$ cat config.mk
export PLATFORM = sky130hd
export DESIGN_NAME = log_compress
export DESIGN_NICKNAME = d
export VERILOG_FILES = /design/src/rtl/log_compress.sv
export SDC_FILE = /design/constraint.sdc
export NUM_CORES = 2
export LEC_CHECK = 0
export CORE_AREA = 2 2 491 493
export CTS_CLUSTER_SIZE = 20
export DETAILED_ROUTE_END_ITERATION = 8
export DIE_AREA = 0 0 493 495
export PLACE_DENSITY_LB_ADDON = 0.05
export RECOVER_POWER = 100
export SLEW_MARGIN = 10
export SYNTH_ARGS = -nofsm -noshare
export SYNTH_HDL_FRONTEND = slang
export SYNTH_HIERARCHICAL = 1
export SYNTH_SLANG_ARGS = --single-unit
$ cat constraint.sdc
create_clock -name clk -period 5.2 [get_ports clk]
set_input_delay 0.52 -clock clk [delete_from_list [all_inputs] [get_ports clk]]
set_output_delay 0.52 -clock clk [all_outputs]
set_load 0.02 [all_outputs]
$ cat src/rtl/log_compress.sv
// Mel-energy log2 compression: one filter per clock through a leading-one
// detector with linear mantissa, then the whole vector is published at once.

module log2_fx #(
  parameter int ENERGY_WIDTH = 32,
  parameter int DATA_WIDTH   = 16,
  parameter int FRAC_BITS    = 10
) (
  input  logic [ENERGY_WIDTH-1:0] x,
  output logic [DATA_WIDTH-1:0]   y
);
  localparam int PW = $clog2(ENERGY_WIDTH);

  logic [PW-1:0]           p;
  logic [ENERGY_WIDTH-1:0] al;

  // x==0 falls through as p=0, mantissa 0, which is the clamped log(0)
  always_comb begin
    p = '0;
    for (int i = 1; i < ENERGY_WIDTH; i++)
      if (x[i]) p = PW'(i);
    al = x << (PW'(ENERGY_WIDTH - 1) - p);
    y  = {{(DATA_WIDTH - PW - FRAC_BITS){1'b0}}, p, al[ENERGY_WIDTH-2 -: FRAC_BITS]};
  end
endmodule

module log_compress #(
  parameter int DATA_WIDTH   = 16,
  parameter int NUM_FILTERS  = 26,
  parameter int ENERGY_WIDTH = 32,
  parameter int FRAC_BITS    = 10
) (
  input  logic                                     clk,
  input  logic                                     rst_n,
  input  logic [0:NUM_FILTERS-1][ENERGY_WIDTH-1:0] mel_in,
  input  logic                                     mel_valid,
  output logic [0:NUM_FILTERS-1][DATA_WIDTH-1:0]   log_out,
  output logic                                     log_valid,
  output logic                                     busy,
  output logic                                     overrun
);
  localparam int IW = (NUM_FILTERS > 1) ? $clog2(NUM_FILTERS) : 1;

  typedef enum logic [1:0] {IDLE, CALC, DONE} state_t;

  state_t                                   state, state_nx;
  logic [IW-1:0]                            idx;
  logic [0:NUM_FILTERS-1][ENERGY_WIDTH-1:0] latch;
  logic [0:NUM_FILTERS-1][DATA_WIDTH-1:0]   shadow;
  logic [DATA_WIDTH-1:0]                    conv;
  logic                                     accept, last;

  log2_fx #(
    .ENERGY_WIDTH(ENERGY_WIDTH),
    .DATA_WIDTH  (DATA_WIDTH),
    .FRAC_BITS   (FRAC_BITS)
  ) u_conv (
    .x(latch[idx]),
    .y(conv)
  );

  assign busy = (state != IDLE);

  always_comb begin
    state_nx = state;
    accept   = 1'b0;
    last     = (idx == IW'(NUM_FILTERS - 1));
    case (state)
      IDLE: if (mel_valid) begin
        accept   = 1'b1;
        state_nx = CALC;
      end
      CALC: if (last) state_nx = DONE;
      DONE: state_nx = IDLE;
      default: state_nx = IDLE;
    endcase
  end

  always_ff @(posedge clk or negedge rst_n) begin
    if (!rst_n) state <= IDLE;
    else        state <= state_nx;
  end

  always_ff @(posedge clk or negedge rst_n) begin
    if (!rst_n) begin
      idx       <= '0;
      latch     <= '0;
      shadow    <= '0;
      log_out   <= '0;
      log_valid <= 1'b0;
      overrun   <= 1'b0;
    end else begin
      log_valid <= (state == DONE);
      overrun   <= mel_valid && (state != IDLE);
      if (accept) begin
        latch <= mel_in;
        idx   <= '0;
      end
      if (state == CALC) begin
        shadow[idx] <= conv;
        idx         <= last ? '0 : idx + 1'b1;
      end
      // publish only here so downstream sees a stable vector during CALC
      if (state == DONE) log_out <= shadow;
    end
  end
endmodule

==> qor.yml <==
yosys.cell_count.top_type: "dfrtp_1"
finalMaxSlewViolations: 1150
drt_first_iter_violations: 2308
seq_area_frac_synth_pct: 59.1
maxCapViolCount: 34
syn2layout_area_growth_pct: 36.1
dp_slack_ns: -0.554
synth_async_sr_flop_share_pct: 100
p_leak_nw: 42.6
clkSlewWorstSetupHoldPaths_ns: 0.06
postSynthAreaPerCell_sq_um: 15.6
die_w_um: 493
worstMarginPinSlew_ns: 4.45
max_freq_mhz: 194
yosysWarnings: 6
r2r_start: "idx[0]$_DFFE_PN0P_"
cp_max_fo: 13
grt_pass1_wl_um: 406000
cp_slowest_cell: "dfrtp_4"
hold_viol: 0
root_buffer: "clkbuf_16"
r2r_end: "shadow[357]$_DFFE_PN0P_"
portBuffers: 1253
grt_pass1_vias: 48000
r2r_slack_ns: 0.06
fin_crit_sh_pct: 98.9
min_delay_path_depth: 2
grt_use_total_pct: 23.9
firstDrtPassIters: 9
rsz0062_at_grt: "yes"
rr_worst_depth: 20
io_pins: 1254
worst_ep_arrival_time_ns: 5.82
critPathKind: "reg -> reg"
cp_cell_sequence: "buf_12 -> buf_4 -> mux4_2 -> mux2i_2 -> o211ai_1 -> buf_4 -> nor4_1 -> o31a_1 -> o41ai_4 -> a21oi_2 -> o21ai_4 -> buf_4 -> buf_4 -> mux2i_2 -> mux2_4 -> a221oi_4 -> buf_12 -> a21oi_4 -> buf_12 -> mux2_2"
p_per_area_nw_per_um2: 742
slowest_delay_ns: 0.54
synth_nets: 5373
crit_family: "multiplexers"
setup_slack_ns: 0.0583
crit_path_frequent_cell: "buf_4"
yosysTopAreaCell: "dfrtp_1"
grt-ovfl-total: 0
dpl.hpwl_um: 228000
ys_types: 75
min_period_ns: 5.14
ir_drop_mv: 1.01
grt_max_degree: 139
dr_total_vias: 46200
drc: 122
synth_top_area_share_pct: 59.1
holdCritPathClass: "in -> reg"
htreeDepth: 4
clockBufferDepth: 3
fin_skew_ns: 0.0506
violations: "design-rule violations, max-capacitance violations, max-slew violations"
post-route-util_pct: 40.3
ys_top_cells_by_area: "dfrtp_1, mux2_2, mux2i_1"
cts.sinks: 1673
drt_wl_total_um: 299000
cts_tree: "yes"
synthTopCellsByCount: "dfrtp_1, mux2_2, mux2i_1"
slew_headroom_pct: -196
insertion_delay_ns: 0.84
yosys_most_used_dff: "dfrtp_1"
fillers: 22700
die_y_um: 495
syn_inst: 4534
setup.worst_path.start_class: "register"
drive_gt1_share_pct: 37.5
initial_core_util_pct: 29.6
postRouteAntennaNets: 0
synth_area_sq_um: 70800
vias_per_cell: 4.88
setup_viol: 0
worstPathRequired_ns: 5.88
hold_start: "mel_in[746]"
power.total_mw: 71.5
rows: 180
die_area_sq_um: 244000
hold_path_end: "latch[746]$_DFFE_PN0P_"
cts_buffers: 195
nets: 6896
status: "complete, but fails checks"
cp_num_buf_inv: 7
synth.ff_latch_count: 1673
cp-end-kind: "register"
synth-edff-count: 0
antenna_found_initial: 243
gp_congestion: 0.903
wire_per_inst_um: 31.6
core-area_sq_um: 239000
final cells by class:
type	count	area (sq um)	share of cell area (%)
Timing Repair inverter	1	7.51	0.00779
Tap cell	3185	3990	4.14
Sequential cell	1673	41900	43.5
Clock inverter	47	569	0.591
Timing Repair Buffer	1621	16000	16.7
Clock buffer	306	5920	6.14
Multi-Input combinational cell	2548	27700	28.8
Antenna cell	67	168	0.174
Inverter	17	72.6	0.0753
metrics by stage:
| step | hold WS (ns) | TNS [ns] | cells | area (sq um) |
|---|---|---|---|---|
| after floorplan | 0.224 | 0 | 4534 | 70800 |
| after global placement | 0.462 | -101.11 | 9004 | 89000 |
| after detailed placement | 0.470 | -95.74 | 9004 | 89000 |
| after CTS | 0.204 | 0 | 9367 | 95900 |
| after global routing | 0.236 | -1.63 | 9428 | 96300 |
| final | 0.283 | 0 | 9465 | 96400 |
worst max-delay path by stage:
stage                       start                       to  slack (ns)  cells past startpoint
2_1_floorplan  idx[0]$_DFFE_PN0P_  shadow[115]$_DFFE_PN0P_        0.79                     18
3_3_place_gp   idx[0]$_DFFE_PN0P_  shadow[357]$_DFFE_PN0P_       -0.53                     16
3_5_place_dp   idx[0]$_DFFE_PN0P_  shadow[357]$_DFFE_PN0P_       -0.55                     18
4_1_cts        idx[0]$_DFFE_PN0P_  shadow[265]$_DFFE_PN0P_       0.007                     20
5_1_grt        idx[0]$_DFFE_PN0P_  shadow[324]$_DFFE_PN0P_       -0.05                     19
6_report       idx[0]$_DFFE_PN0P_  shadow[357]$_DFFE_PN0P_        0.06                     20
what timing repair did:
action / in CTS / in global routing
setup buffers: 6 / 27
hold endpoints to repair: 94 / 0
pin swaps: 4 / 10
hold buffers: 1 / 0
setup endpoints to repair: 260 / 259
gates cloned: 3 / 4
resized for setup: 55 / 86
state kept, by name, indices dropped and copies added (netlist names):
| signal | cells |
|---|---|
| state | 2 |
| log_out | 416 |
| log_valid | 1 |
| idx | 5 |
| latch | 832 |
| overrun | 1 |
| shadow | 416 |
layout by cell type (no fill, tap or decap), drive strengths merged, types with 5 or more instances in the layout:
master / count
clkinv: 33
bufinv: 6
a31oi: 13
mux4: 98
nand4: 18
nor3: 15
o21ai: 26
o2111ai: 5
o211ai: 16
o22a: 5
inv: 22
o22ai: 21
clkdlybuf4s50: 833
nor4: 5
clkbuf: 351
nand3: 34
dfrtp: 1673
a21oi: 31
and2: 6
a221oi: 13
mux2: 1674
nor2: 77
nand2: 58
diode: 67
a22oi: 59
mux2i: 292
nand2b: 6
nor2b: 11
buf: 322
a211oi: 13
dlygate4sd3: 420
report_power, final:
part	internal [mW]	leakage, nW	switching, mW
logic	16.1	18.5	20.3
registers	18.3	20.9	2.97
clock network	8.10	3.20	5.78
routing by layer:
| layer | share of wire, % | global-route usage (%) |
|---|---|---|
| met5 | 0.35 | 0 |
| met4 | 3.5 | 7.67 |
| met3 | 6.7 | 7.06 |
| met2 | 50 | 41.0 |
| met1 | 40 | 28.7 |
cells by family (layout without fill, tap and decap cells):
family                   Yosys count  count (layout)  synth area share (%)
AO/OA/AOI/OAI                    228             230                  2.32
AND/OR/NAND/NOR                  246             246                  2.03
flip-flops                      1673            1673                  59.1
other                              1              68               0.00530
buffers and inverters            315            1992                  2.54
XOR/XNOR                           3               3                0.0371
multiplexers                    2064            2064                  33.9
adder cells (fa/ha/maj)            4               4                0.0707
Note: power is estimated with default switching activity, not from simulation.
